File: src/rtl/game_pkg.sv
// Shared constants for the rhythm-game score datapath.
package game_pkg;

    // Judge FSM state encoding
    localparam logic [1:0] ST_IDLE   = 2'd0;
    localparam logic [1:0] ST_OPEN   = 2'd1;
    localparam logic [1:0] ST_COMMIT = 2'd2;

    // Lane masks
    localparam logic [1:0] LANE_L    = 2'b01;
    localparam logic [1:0] LANE_R    = 2'b10;
    localparam logic [1:0] LANE_BOTH = 2'b11;

    // Combo saturation value
    localparam logic [7:0] COMBO_MAX = 8'd255;

    // Saturating combo increment
    function automatic logic [7:0] combo_inc(input logic [7:0] c, input logic [7:0] max);
        return (c >= max) ? max : (c + 8'd1);
    endfunction

endpackage

File: src/rtl/btn_edge.sv
// Rising-edge detector for a bus of debounced button levels.
module btn_edge #(
    parameter int unsigned WIDTH = 2
) (
    input  logic             clk,
    input  logic             reset,
    input  logic [WIDTH-1:0] din,
    output logic [WIDTH-1:0] rise
);

    logic [WIDTH-1:0] btn_q;

    // Button history, sampled every cycle regardless of judge state
    always_ff @(posedge clk or negedge reset) begin
        if (!reset) begin
            btn_q <= '0;
        end else begin
            btn_q <= din;
        end
    end

    assign rise = din & ~btn_q;

endmodule

File: src/rtl/hit_judge_sched.sv
// Hit/miss judge: opens a timing window per note, tracks combo and emits
// one single-cycle judged lane mask per note to the score counter.
module hit_judge_sched #(
    parameter int unsigned      CNT_W      = 24,
    parameter logic [CNT_W-1:0] WIN_CYCLES = 24'd5000000,
    parameter logic [7:0]       COMBO_MAX  = game_pkg::COMBO_MAX
) (
    input  logic       clk,
    input  logic       reset,
    input  logic       game_active,
    input  logic       note_valid,
    input  logic [1:0] note_lanes,
    input  logic [1:0] btn,
    output logic [1:0] inp,
    output logic [7:0] combo,
    output logic       hit_pulse,
    output logic       miss_pulse,
    output logic       busy
);

    import game_pkg::*;

    localparam logic [CNT_W-1:0] CNT_LAST = CNT_W'(WIN_CYCLES - 1);
    localparam logic [CNT_W-1:0] CNT_ONE  = CNT_W'(1);

    logic [1:0]       state_q, state_d;
    logic [1:0]       req_q, req_d;
    logic [1:0]       hit_q, hit_d;
    logic [CNT_W-1:0] cnt_q, cnt_d;
    logic             pend_v_q, pend_v_d;
    logic [1:0]       pend_l_q, pend_l_d;
    logic [1:0]       inp_q, inp_d;
    logic [7:0]       combo_q, combo_d;
    logic             hit_pulse_q, hit_pulse_d;
    logic             miss_pulse_q, miss_pulse_d;

    logic [1:0]       rise;
    logic [1:0]       hit_now;
    logic             new_note;
    logic             win_done;

    btn_edge #(
        .WIDTH (2)
    ) u_btn_edge (
        .clk   (clk),
        .reset (reset),
        .din   (btn),
        .rise  (rise)
    );

    assign hit_now  = hit_q | (rise & req_q);
    assign new_note = note_valid && (note_lanes != 2'b00);
    assign win_done = (hit_now == req_q) || (cnt_q == CNT_LAST);

    // Next-state: window sequencing, judging and pending-slot management
    always_comb begin
        state_d      = state_q;
        req_d        = req_q;
        hit_d        = hit_q;
        cnt_d        = cnt_q;
        pend_v_d     = pend_v_q;
        pend_l_d     = pend_l_q;
        inp_d        = 2'b00;
        combo_d      = combo_q;
        hit_pulse_d  = 1'b0;
        miss_pulse_d = 1'b0;

        if (!game_active) begin
            // Abort: drop everything except the combo
            state_d  = ST_IDLE;
            pend_v_d = 1'b0;
        end else begin
            case (state_q)
                ST_IDLE: begin
                    if (pend_v_q) begin
                        // Older pending note goes first; a new note refills the slot
                        req_d    = pend_l_q;
                        hit_d    = 2'b00;
                        cnt_d    = '0;
                        state_d  = ST_OPEN;
                        pend_v_d = new_note;
                        if (new_note) begin
                            pend_l_d = note_lanes;
                        end
                    end else if (new_note) begin
                        req_d   = note_lanes;
                        hit_d   = 2'b00;
                        cnt_d   = '0;
                        state_d = ST_OPEN;
                    end
                end
                ST_OPEN: begin
                    hit_d = hit_now;
                    cnt_d = cnt_q + CNT_ONE;
                    if (win_done) begin
                        state_d = ST_COMMIT;
                        inp_d   = hit_now;
                        if (hit_now == req_q) begin
                            combo_d     = combo_inc(combo_q, COMBO_MAX);
                            hit_pulse_d = 1'b1;
                        end else begin
                            combo_d      = 8'd0;
                            miss_pulse_d = 1'b1;
                        end
                    end
                end
                ST_COMMIT: begin
                    state_d = ST_IDLE;
                end
                default: begin
                    state_d = ST_IDLE;
                end
            endcase

            // Notes arriving while a window is active are queued or dropped;
            // a drop overrides any combo result computed above.
            if ((state_q != ST_IDLE) && new_note) begin
                if (!pend_v_q) begin
                    pend_v_d = 1'b1;
                    pend_l_d = note_lanes;
                end else begin
                    combo_d      = 8'd0;
                    miss_pulse_d = 1'b1;
                end
            end
        end
    end

    // State registers
    always_ff @(posedge clk or negedge reset) begin
        if (!reset) begin
            state_q      <= ST_IDLE;
            req_q        <= 2'b00;
            hit_q        <= 2'b00;
            cnt_q        <= '0;
            pend_v_q     <= 1'b0;
            pend_l_q     <= 2'b00;
            inp_q        <= 2'b00;
            combo_q      <= 8'd0;
            hit_pulse_q  <= 1'b0;
            miss_pulse_q <= 1'b0;
        end else begin
            state_q      <= state_d;
            req_q        <= req_d;
            hit_q        <= hit_d;
            cnt_q        <= cnt_d;
            pend_v_q     <= pend_v_d;
            pend_l_q     <= pend_l_d;
            inp_q        <= inp_d;
            combo_q      <= combo_d;
            hit_pulse_q  <= hit_pulse_d;
            miss_pulse_q <= miss_pulse_d;
        end
    end

    assign inp        = inp_q;
    assign combo      = combo_q;
    assign hit_pulse  = hit_pulse_q;
    assign miss_pulse = miss_pulse_q;
    assign busy       = (state_q != ST_IDLE);

endmodule
File: config.mk
export PLATFORM = sky130hd
export DESIGN_NAME = hit_judge_sched
export DESIGN_NICKNAME = d
export VERILOG_FILES = /design/src/rtl/game_pkg.sv /design/src/rtl/btn_edge.sv /design/src/rtl/hit_judge_sched.sv
export SDC_FILE = /design/constraint.sdc
export NUM_CORES = 1
export LEC_CHECK = 0
export ABC_AREA = 1
export CORE_ASPECT_RATIO = 1.25
export CORE_MARGIN = 3
export CORE_UTILIZATION = 60
export CTS_BUF_LIST = sky130_fd_sc_hd__clkbuf_8
export DETAILED_ROUTE_END_ITERATION = 6
export GPL_ROUTABILITY_DRIVEN = 0
export HOLD_SLACK_MARGIN = 0.06
export PLACE_DENSITY_LB_ADDON = 0.2
export SKIP_LAST_GASP = 1
export SYNTH_ARGS = -nofsm -noshare
export SYNTH_HDL_FRONTEND = slang
export SYNTH_SLANG_ARGS = --single-unit
File: constraint.sdc
create_clock -name clk -period 2.05 [get_ports clk]
set_input_delay 0.41 -clock clk [delete_from_list [all_inputs] [get_ports clk]]
set_output_delay 0.41 -clock clk [all_outputs]
set_load 0.02 [all_outputs]
### After elaboration in Yosys (flattened, before gate mapping)

Cells that the tools add are included.

* $add $sub $neg: 2
* order comparisons: 1
* eq/ne operators: 6
* multiplexer cells: 42
* bitwise gates (word level): 4
* reductions and logical operators: 11

Operator list (count)
* 2-to-1 mux 24 bit: 2
* 2-to-1 mux 8 bit: 6
* case mux 24 bit (2 select lines): 1
* 2-to-1 mux 2 bit: 16
* adder 24 x 1 -> 24 bit, second input constant: 1
* equality test 24 x 23 -> 1 bit, second input constant: 1
* 2-to-1 mux 1 bit: 15
* adder 8 x 1 -> 8 bit, second input constant: 1
* >= comparator 8 bit, second input constant: 1
* case mux 2 bit (2 select lines): 2
* nonzero test 2 bit: 4
* inequality test 3 bit, second input constant: 2
* AND reduction 3 bit: 2
* AND 2 bit: 2
* inequality test 4 bit, second input constant: 1
* equality test 2 x 1 -> 1 bit, second input constant: 1
* equality test 2 bit: 1
* logical AND 1 bit: 2
* zero test 2 bit: 1
* inverter 2 bit: 1
* OR 2 bit: 1
* AND reduction 2 bit: 1
* logical OR 1 bit: 1

* register bits after elaboration: 47
* output and inout port bits: 13
* word-level logic and storage cells: 77

### Logic depth before layout (Yosys ltp)

* word-level depth: 11
* gate-level depth with buffers: 12

### Hierarchy

From an unflattened synthesis, not the netlist that was laid out.

* cell total of the unflattened synthesis: 396
* area total of the unflattened synthesis: 2921.6 um^2

By module, submodules not included
* hit_judge_sched: instances 1, cells each 390, area an instance 2851.5 um^2
* btn_edge: instances 1, cells each 6, area an instance 70.1 um^2

### Worst setup path before layout

OpenSTA, ideal clock, no wires.

* path type: reg-to-reg
* from: register combo_q[1] (netlist: combo[1])
* to: register combo_q[2] (netlist: combo[2])
* setup time: 66 ps
* data arrival time: 1462 ps
* required time: 1984 ps
* setup slack: 522 ps
* stages on the path, launching flop included: 10
* clock period less this slack: 1528 ps
* path through: dfrtp_1 -> ha_1 -> nand3_1 -> nor3_1 -> inv_1 -> o21ai_0 -> nand2_1 -> nand2_1 -> nand2_1 -> nand2_1

* longest elaborated chain between the ends: 7
* elaborated cells between the ends (all ways): 8

Ends and longest elaborated chain
* from (decl): RTL line hit_judge_sched.sv:33 `logic [7:0] combo_q, combo_d;`
* from (signal assigned): RTL line hit_judge_sched.sv:150 `combo_q <= combo_d;`
* adder 8 x 1 -> 8 bit or >= comparator 8 bit (tied branches): RTL line game_pkg.sv:19 `return (c >= max) ? max : (c + 8'd1);`
* 2-to-1 mux 8 bit (*): RTL line game_pkg.sv:19
* 2-to-1 mux 8 bit (*): RTL line hit_judge_sched.sv:98 `if (hit_now == req_q) begin`
* 2-to-1 mux 8 bit (*): RTL line hit_judge_sched.sv:95 `if (win_done) begin`
* 2-to-1 mux 8 bit (*): RTL line hit_judge_sched.sv:73 `case (state_q)`
* 2-to-1 mux 8 bit: RTL line hit_judge_sched.sv:118 `if (!pend_v_q) begin`
* 2-to-1 mux 8 bit (*): RTL line hit_judge_sched.sv:117 `if ((state_q != ST_IDLE) && new_note) begin`

Mark *: on every way between the ends. The rest lies on a longest branch, timed or not.
A chain may end at the register's enable or synchronous reset.

### Final worst setup path

* from: register state_q[0]
* to: output busy

* longest elaborated chain between the ends: 1

Ends and longest elaborated chain
* from (decl): RTL line hit_judge_sched.sv:26 `logic [1:0] state_q, state_d;`
* from (signal assigned): RTL line hit_judge_sched.sv:143 `state_q <= state_d;`
* nonzero test 2 bit: RTL line hit_judge_sched.sv:160 `assign busy = (state_q != ST_IDLE);`
* to (decl): RTL line hit_judge_sched.sv:18 `output logic busy`

No other way between the ends.

==> impl_metrics.sql <==
INSERT INTO impl_metrics (metric_group, metric, value, unit) VALUES
('detailed_routing', 'finalWirelength', '6.67', 'mm'),
('global_route', 'first_global_vias', '2673', ''),
('detailed_routing', 'routed-via-count', '2759', ''),
('floorplan', 'fp.dieH', '82.6', 'um'),
('logic_synthesis', 'number_of_synthesized_register_bits', '47', ''),
('run', 'max-cap-violations', '0', ''),
('place', 'placement_stage_worst_setup_slack', '0.0954', 'ns'),
('worst_hold_path', 'worst_hold_path_type', 'in2async', ''),
('sta', 'finalMaxSlewViolations', '0', ''),
('logic_synthesis', 'post_synth_num_cell_types', '31', ''),
('sta', 'grt_setup_unrepaired', 'false', ''),
('floorplan', 'start_util', '63.2', '%'),
('detailed_routing', 'drt-pass1-iter-count', '4', ''),
('detailed_routing', 'drt-wirelength-per-cell', '13.1', 'um'),
('logic_synthesis', 'synth_nets', '429', ''),
('clocking', 'tritoncts', 'done', ''),
('setup_path', 'regToRegStartpoint', 'cnt_q[0]', ''),
('floorplan', 'core_area', '4460', 'um2'),
('global_route', 'global_route.usage.total', '27.1', '%'),
('layout', 'flow.area_growth_from_synthesis', '15.1', '%'),
('logic_synthesis', 'ys_warn_count', '0', ''),
('layout', 'ff_latch_area', '1180', 'um2'),
('global_route', 'grt_first_pass_wirelength', '11.5', 'mm'),
('logic_synthesis', 'synthesis.instances', '419', ''),
('floorplan', 'rows', '27', ''),
('detailed_routing', 'antenna_left', '0', ''),
('power', 'max-vdd-ir-drop', '0.714', 'mV'),
('setup_path', 'crit-reg2reg-capture', 'cnt_q[10]', ''),
('sta', 'final.hold.worst_slack', '0.0740', 'ns'),
('sta', 'min_period', '1.88', 'ns'),
('place', 'dpl.cell_count', '501', ''),
('layout', 'multi_input_comb_area', '1410', 'um2'),
('setup_path', 'worst-setup-path-type', 'reg2out', ''),
('global_route', 'grt-ovfl-total', '0', ''),
('sta', 'worst-slew-pin-transition', '0.480', 'ns'),
('global_route', 'grt_antenna_before_repair', '0', ''),
('layout', 'num_antenna_cells', '0', ''),
('clocking', 'cts_made_buffers', '5', ''),
('layout', 'final-instance-count-excl-fill', '509', ''),
('place', 'port_buffers', '20', ''),
('clocking', 'clock_tree.root_cell', 'sky130_fd_sc_hd__clkbuf_8', ''),
('power', 'power.static_leakage', '1.54', 'nW'),
('clocking', 'post_cts_hold_buffer_count', '0', ''),
('clocking', 'clock_latency', '0.30', 'ns'),
('layout', 'nFillCells', '383', ''),
('run_status', 'outcome', 'finished clean', ''),
('clocking', 'clock_sinks', '47', ''),
('setup_path', 'path_depth_of_the_worst_reg2reg_path', '7', ''),
('place', 'post-dp-hpwl', '4.97', 'mm'),
('logic_synthesis', 'netlist_area_before_placement', '2820', 'um2'),
('floorplan', 'design.portCount', '21', ''),
('sta', 'setup-tns-final', '0', 'ns'),
('setup_path', 'crit_required', '1.64', 'ns'),
('setup_path', 'start_kind', 'flip-flop', ''),
('setup_path', 'crit_path_max_fanout', '3', ''),
('setup_path', 'worst-endpoint-arrival', '1.47', 'ns'),
('sta', 'clock-skew-final', '0.00663', 'ns'),
('logic_synthesis', 'post_synth.cell_area_avg', '6.72', 'um2'),
('sta', 'report.final.setup_viol', '0', ''),
('layout', 'drive_above_1_share', '6.21', '%'),
('sta', 'min_period_over_period', '91.9', '%'),
('sta', 'timing.final.ws_setup', '0.165', 'ns'),
('detailed_routing', 'avgViaCountPerCell', '5.42', ''),
('detailed_routing', 'drt-initial-drc-count', '247', ''),
('setup_path', 'crit_path_end_kind', 'primary output', ''),
('sta', 'hold_viol', '0', ''),
('clocking', 'post_cts_buffers', '0', ''),
('layout', 'nets', '460', ''),
('floorplan', 'dieArea', '5560', 'um2'),
('clocking', 'htree_levels', '2', ''),
('clocking', 'cts_resized', '0', ''),
('clocking', 'clk_path_buf_depth', '2', ''),
('power', 'powerDensity', '762', 'nW/um2'),
('floorplan', 'die_w', '67.3', 'um'),
('global_route', 'grt_start_max_net_pins', '48', ''),
('setup_path', 'reg2reg_setup_slack', '0.19', 'ns'),
('logic_synthesis', 'synth_seq_area_share', '41.8', '%'),
('sta', 'max_fclk', '531', 'MHz'),
('clocking', 'worst_setup_hold_path_clk_slew', '0.09', 'ns'),
('sta', 'relSlewSlack', '67.9', '%'),
('detailed_routing', 'drc_errors', '0', '');
-- cells in the mapped netlist --
cell type,instances,share of area [%]
sky130_fd_sc_hd__nand2_1,137,18
sky130_fd_sc_hd__o21ai_0,18,3.2
sky130_fd_sc_hd__a31oi_1,1,0.22
sky130_fd_sc_hd__nand3b_1,2,0.53
sky130_fd_sc_hd__o21ai_2,1,0.31
sky130_fd_sc_hd__clkbuf_8,1,0.49
sky130_fd_sc_hd__and3_1,1,0.22
sky130_fd_sc_hd__nand2_2,4,0.89
sky130_fd_sc_hd__nor2_1,62,8.3
sky130_fd_sc_hd__nor2_2,2,0.44
sky130_fd_sc_hd__a21boi_0,1,0.27
sky130_fd_sc_hd__buf_2,1,0.18
sky130_fd_sc_hd__inv_2,2,0.27
sky130_fd_sc_hd__o21ai_1,6,1.1
sky130_fd_sc_hd__clkinv_1,1,0.13
sky130_fd_sc_hd__ha_1,2,0.89
sky130_fd_sc_hd__or2_2,1,0.22
sky130_fd_sc_hd__inv_1,48,6.4
sky130_fd_sc_hd__a21oi_1,11,2.0
sky130_fd_sc_hd__o211ai_1,2,0.53
sky130_fd_sc_hd__o21a_1,1,0.27
sky130_fd_sc_hd__clkbuf_1,1,0.13
sky130_fd_sc_hd__dfrtp_1,47,42
sky130_fd_sc_hd__nand4_1,8,1.8
sky130_fd_sc_hd__buf_6,1,0.40
sky130_fd_sc_hd__nor3_1,11,2.0
sky130_fd_sc_hd__o31ai_1,1,0.27
sky130_fd_sc_hd__buf_4,1,0.27
sky130_fd_sc_hd__xor2_1,4,1.2
sky130_fd_sc_hd__nand3_1,39,6.9
sky130_fd_sc_hd__o21bai_1,1,0.27
-- worst max path at each step --
| stage | start | endpoint | depth (start not counted) |
|---|---|---|---|
| after floorplan | combo[1] | combo[2] | 9 |
| after global placement | note_lanes[0] | cnt_q[10] | 9 |
| after detailed placement | note_lanes[0] | cnt_q[10] | 9 |
| after CTS | state_q[0] | busy | 3 |
| after global routing | cnt_q[0] | combo[5] | 10 |
| final | state_q[0] | busy | 3 |
-- cell usage in the layout, fill, tap and decap left out, types with 2 or more instances in the layout --
master and instances:
sky130_fd_sc_hd__a21oi_1 11, sky130_fd_sc_hd__nand2_2 4, sky130_fd_sc_hd__o211ai_1 2, sky130_fd_sc_hd__o21ai_0 18
sky130_fd_sc_hd__nand4_1 8, sky130_fd_sc_hd__clkbuf_8 6, sky130_fd_sc_hd__nand3_1 39, sky130_fd_sc_hd__ha_1 2
sky130_fd_sc_hd__nand2_1 137, sky130_fd_sc_hd__nor3_1 11, sky130_fd_sc_hd__o21ai_1 6, sky130_fd_sc_hd__inv_2 2
sky130_fd_sc_hd__buf_4 8, sky130_fd_sc_hd__dfrtp_1 47, sky130_fd_sc_hd__nand3b_1 2, sky130_fd_sc_hd__xor2_1 4
sky130_fd_sc_hd__inv_1 48, sky130_fd_sc_hd__nor2_1 62, sky130_fd_sc_hd__clkdlybuf4s50_1 19, sky130_fd_sc_hd__nor2_2 2
-- critical path: stages (launching register included) --
cell and delay [ns]:
sky130_fd_sc_hd__dfrtp_1 0.41, sky130_fd_sc_hd__nor2_1 0.16, sky130_fd_sc_hd__inv_1 0.07, sky130_fd_sc_hd__clkdlybuf4s50_1 0.53
-- layout make-up --
class                           instances  area share, %
Multi-Input combinational cell        316           43.4
Sequential cell                        47           36.3
Tap cell                               58           2.24
Clock inverter                          2           1.08
Clock buffer                            6           2.55
Timing Repair Buffer                   29           8.49
Inverter                               51           5.91
-- report_power, final --
part	internal (mW)	switching (mW)	total, mW
sequential	1.03	0.0951	1.13
clock	0.395	0.327	0.722
combinational	0.231	0.391	0.622
total	1.66	0.813	2.47
-- flip-flops by register name (all words and copies together) (netlist names) --
register,count
state_q,2
req_q,2
pend_l_q,2
hit_q,2
inp,2
hit_pulse,1
cnt_q,24
pend_v_q,1
miss_pulse,1
u_btn_edge.btn_q,2
combo,8
-- kinds of logic after synthesis --
family | Yosys count | synth area share (%)
compound gates | 43 | 8.35
xor+xnor | 4 | 1.24
fa+ha+maj | 2 | 0.888
buf+inv | 56 | 8.26
flops | 47 | 41.8
simple gates | 267 | 39.5
-- metal layers --
| layer | vias to the layer above | routed length [um] | GRT usage, % |
|---|---|---|---|
| met1 | 1266 | 2860 | 32.2 |
| met5 | - | 0 | 0 |
| met3 | 22 | 247 | 4.60 |
| met2 | 75 | 3310 | 46.3 |
| li1 | 1396 | - | - |
| met4 | 0 | 246 | 14.2 |
-- per-stage QoR --
stage	area, um2	util [%]	total power, mW
after floorplan	2820	-	1.53
after global placement	3120	70.0	1.74
after detailed placement	3120	70.0	1.76
after CTS	3240	72.7	2.48
after global routing	3240	72.7	2.62
final	3240	72.7	2.47
(Power assumes the default switching activity.)
==> variant 1: new RTL, same settings <==
Register the output `inp` once more, with the module's reset; this adds one clock of latency there. The other outputs are not delayed to match.
--- a/src/rtl/hit_judge_sched.sv
+++ b/src/rtl/hit_judge_sched.sv
@@ -155,3 +155,9 @@
 
-    assign inp        = inp_q;
+    always_ff @(posedge clk or negedge reset) begin
+        if (!reset) begin
+            inp <= '0;
+        end else begin
+            inp <= inp_q;
+        end
+    end
     assign combo      = combo_q;
Formal check against the unedited RTL: not equivalent (a bounded check fails within 4 cycles, from zero or initial values and one cycle with reset low).
==> variant 1 against the unedited design <==
- worst hold slack gained 0.13 ns
- register-to-register slack gained 0.20 ns
- routed wire length grew 6.4%
- synthesized area grew 3.4%
- critical path type unchanged
- sequential cell count grew 2
- worst setup slack lost 0.13 ns
- cell area grew 3.2%
- largest power group unchanged
- clock power shrank 4.0%
- total power grew 1.1%
- maximum frequency shrank 6.6%
==> variant 1: results <==
[outcome]
status = "completed"

[cts]
clock_path_buffers = 2
root_buffer = "clkbuf_8"
cts_resized = 0
cts.clk_slew.worst_paths_ns = 0.10
cts_setup_buffers = 0
cts_made_buffers = 5
h-tree-depth = 2
clock_latency_ns = 0.31

[worst_setup_path]
arrival_ns = 1.61
startpoint = "state_q[1]$_DFFE_PN0P_"
worstReg2RegStart = "cnt_q[0]$_DFFE_PN0P_"
critPathSlowestCell = "clkdlybuf4s50_1"
cp_max_fo = 3
max_stage_delay_ns = 0.55

[final_layout]
num_antenna_cells = 0
largest_reg_flops = 24
drive_above_1_share_pct = 10.1
largest_register = "cnt_q"
final_nets = 454
fillers = 368

[yosys]
yosys.area_share.adder_pct = 0.859
synthMuxAreaShare_pct = 0
synth_common_cells = "nand2_1 (131), nor2_1 (52), dfrtp_1 (49)"
ys_seq_area_share_pct = 42.1
synth_nets = 422
synthArstFlopShare_pct = 100
synth_top_flop_cell = "dfrtp_1"
synth_compound_area_share_pct = 9.11
synth_xor_area_share_pct = 0.902
yosys_warnings = 0
yosys.cell_types.count = 34
ys_top_cells_by_area = "dfrtp_1 (42%), nand2_1 (17%), nor2_1 (6.7%)"

[power_and_ir_drop]
vdd_drop_max_uv = 563
internal-power_mw = 1.66
power.leakage_nw = 1.61

[place]
dpl.hpwl_um = 5130
port-buffer-count = 20

[routing]
num_vias = 2853
initialDrtViolationCount = 252
dr.pass1.iters = 4
avgRoutedWirePerCell_um = 14.1

[sta]
worst_pin_slew_ns = 0.624
skew_ns = 0.0115

[global_route]
grt_max_degree = 50
grt_pass1_vias = 2857
grt_antenna_before_repair = 0
grtUsageTotal_pct = 27.6
grt_pass1_wl_um = 12300

[worst_hold_path]
hold_class = "in -> async"
variant 1: cell types whose count changed in the layout (fill, tap and decap cells not counted), sizes merged, moves of 5 or more:
cell | before | now
o21ai | 25 | 31
nand4 | 8 | 15
inv | 50 | 45
nand2 | 141 | 136
nor3 | 11 | 3
variant 1: logic make-up (layout without fill, tap and decap cells):
family | after synthesis | in the layout
AO/OA/AOI/OAI | 48 | 48
XOR/XNOR | 3 | 3
adder cells (fa/ha/maj) | 2 | 2
buffers and inverters | 50 | 82
flip-flops | 49 | 49
AND/OR/NAND/NOR | 260 | 260
variant 1: per-stage QoR:
| stage | total power [mW] | area, um^2 | setup slack [ns] | std cells |
|---|---|---|---|---|
| 2_1_floorplan | 1.57 | 2910 | 0.535 | 412 |
| 3_3_place_gp | 1.78 | 3240 | 0.0968 | 495 |
| 3_5_place_dp | 1.81 | 3240 | 0.0587 | 495 |
| 4_1_cts | 2.50 | 3340 | 0.0478 | 502 |
| 5_1_grt | 2.64 | 3340 | 0.000328 | 502 |
| 6_report | 2.50 | 3340 | 0.0331 | 502 |
variant 1: final cells by class:
class / instances / area share (%)
clock buffer: 5 / 2.06
sequential: 49 / 36.7
tap: 58 / 2.17
multi-input combinational: 313 / 44.3
clock inverter: 2 / 1.16
inverter: 44 / 4.94
timing repair buffer: 31 / 8.68
variant 1: worst max-delay path, delay by kind of cell (launching register included):
kind,cells,cell delay (ns)
buffers and inverters,1,0.55
flip-flops,1,0.45
AND/OR/NAND/NOR,1,0.30
variant 1: final timing paths:
path / endpoint / slack (ns) / cells past startpoint
setup / recovery: busy / 0.03 / 2
min in group clk: inp[0]$_DFF_PN0_ / 0.35 / 0
hold reg to reg: inp[0]$_DFF_PN0_ / 0.35 / 0
setup reg to reg: cnt_q[8]$_DFFE_PN0P_ / 0.39 / 8
max in group asynchronous: combo[5]$_DFFE_PN0P_ / 1.43 / 2
hold / removal: cnt_q[5]$_DFFE_PN0P_ / 0.20 / 2
variant 1: power groups by stage:
stage,logic (mW),registers [mW],clock network [mW]
after detailed placement,0.632,1.18,0
after global placement,0.609,1.18,0
after floorplan,0.386,1.18,0
after global routing,0.711,1.18,0.747
final,0.637,1.17,0.693
after CTS,0.636,1.16,0.705
variant 1: routing by layer:
metal | wire, um | vias to the layer above | track usage (%) | share of wire, %
met5 | 0 | - | 0 | 0
met4 | 214 | 0 | 10.5 | 3.0
met3 | 370 | 21 | 3.77 | 5.2
met2 | 3640 | 93 | 48.2 | 51
li1 | - | 1396 | - | -
met1 | 2880 | 1343 | 33.0 | 41
==> variant 2: new RTL, same settings <==
Made on the original files. Set the parameter `CNT_W` to 28 (it was 24).
--- a/src/rtl/hit_judge_sched.sv
+++ b/src/rtl/hit_judge_sched.sv
@@ -3,3 +3,3 @@
 module hit_judge_sched #(
-    parameter int unsigned      CNT_W      = 24,
+    parameter int unsigned      CNT_W      = 28,
     parameter logic [CNT_W-1:0] WIN_CYCLES = 24'd5000000,
Function: no difference found for any inputs over 4 cycles, from zero or initial values and one cycle with reset low; that may be too few to reach the edited logic, so the function may still have changed.
==> variant 2 against the unedited design <==
- worst setup slack got worse by 0.069 ns
- routed wire length increased by 16%
- final cell count increased by 12%
- clock power increased by 2%
- cell area increased by 13%
- total power increased by 30%
- worst hold slack improved by 0.44 ns
- sequential cell count increased by 4
- critical path depth unchanged
- synthesized area increased by 14%
- critical path type unchanged
==> variant 2: results <==
[final_layout]
final_nets = 518
drive_above_1_share_pct = 8.06
largest_reg_flops = 28

[yosys]
ys_top_cells_by_area = "dfrtp_1 (40%), nand2_1 (19%), inv_1 (7.4%)"
yosys.cell_types.count = 28
avgSynthCellArea_um2 = 6.75
ys_seq_area_share_pct = 39.9
synth_nets = 484
synth_common_cells = "nand2_1 (158), inv_1 (63), dfrtp_1 (51)"

[power_and_ir_drop]
power.leakage_nw = 1.73
vdd_drop_max_uv = 411

[cts]
root_buffer = "clkbuf_8"
clock_latency_ns = 0.32
h-tree-depth = 2

[worst_setup_path]
cp_max_fo = 6
critPathSlowestCell = "clkdlybuf4s50_1"
arrival_ns = 1.54

[place]
place_inst = 562
placed_area_um2 = 3540
dpl.hpwl_um = 5790
pre_cts_slack_ns = 0.0564

[sta]
fin_hold_ws_ns = 0.514
skew_ns = 0.0197
worst_pin_slew_ns = 0.512

[worst_hold_path]
hold_class = "reg -> reg"

[routing]
routed_wl_um = 7720
initialDrtViolationCount = 176
num_vias = 3148
dr.pass1.iters = 5
viasPerCell = 5.51

[global_route]
grt_pass1_wl_um = 13200
grtUsageTotal_pct = 26.4
grt_pass1_vias = 3011
grt_max_degree = 32

[outcome]
status = "completed"
==> variant 2: repair_timing <==
action / CTS / global route
hold buffers: 1 / 0
hold endpoints to repair: 7 / 0
gates resized for setup: 0 / 1
endpoints found under the setup margin: 0 / 1
==> variant 2: power by group <==
group | internal, mW | switching (mW)
clock | 0.368 | 0.368
combinational | 0.429 | 0.785
sequential | 1.14 | 0.116
total | 1.94 | 1.27
==> variant 2: layout make-up <==
cell class,count,area (um^2)
clock inverter,3,46.3
timing repair buffer,34,328
sequential,51,1280
clock buffer,5,68.8
multi-input combinational,352,1640
fill,418,1440
inverter,64,240
tap,62,77.6
==> variant 2: logic make-up after synthesis <==
logic type / share of synthesized area (%)
flops: 39.9
buf+inv: 9.19
xor+xnor: 1.09
compound gates: 6.68
simple gates: 42.4
fa+ha+maj: 0.782
==> variant 2: worst paths after layout <==
check	startpoint	endpoint	slack (ns)	cells past startpoint
max	state_q[1]$_DFFE_PN0P_	busy	0.1	3
min	cnt_q[25]$_DFFE_PN0P_	cnt_q[25]$_DFFE_PN0P_	0.51	2
max reg2reg	cnt_q[1]$_DFFE_PN0P_	cnt_q[18]$_DFFE_PN0P_	0.27	8
min reg2reg	cnt_q[25]$_DFFE_PN0P_	cnt_q[25]$_DFFE_PN0P_	0.51	2
max in group asynchronous	reset	cnt_q[27]$_DFFE_PN0P_	0.91	3
min in group asynchronous	reset	req_q[1]$_DFFE_PN0P_	0.58	2
==> variant 2: layer usage <==
metal	wire, um	vias up	GRT usage (%)	part of all wire, %
li1	-	1589	-	-
met1	3180	1454	29.2	41
met2	3960	82	49.9	51
met3	298	23	3.21	3.9
met4	278	0	11.8	3.6
met5	0	-	0	0
==> variant 2: critical path: cells and delay by family (launching register included) <==
family,cells,cell delay [ns]
DFF,1,0.46
buffers and inverters,2,0.61
and+or+nand+nor,1,0.17
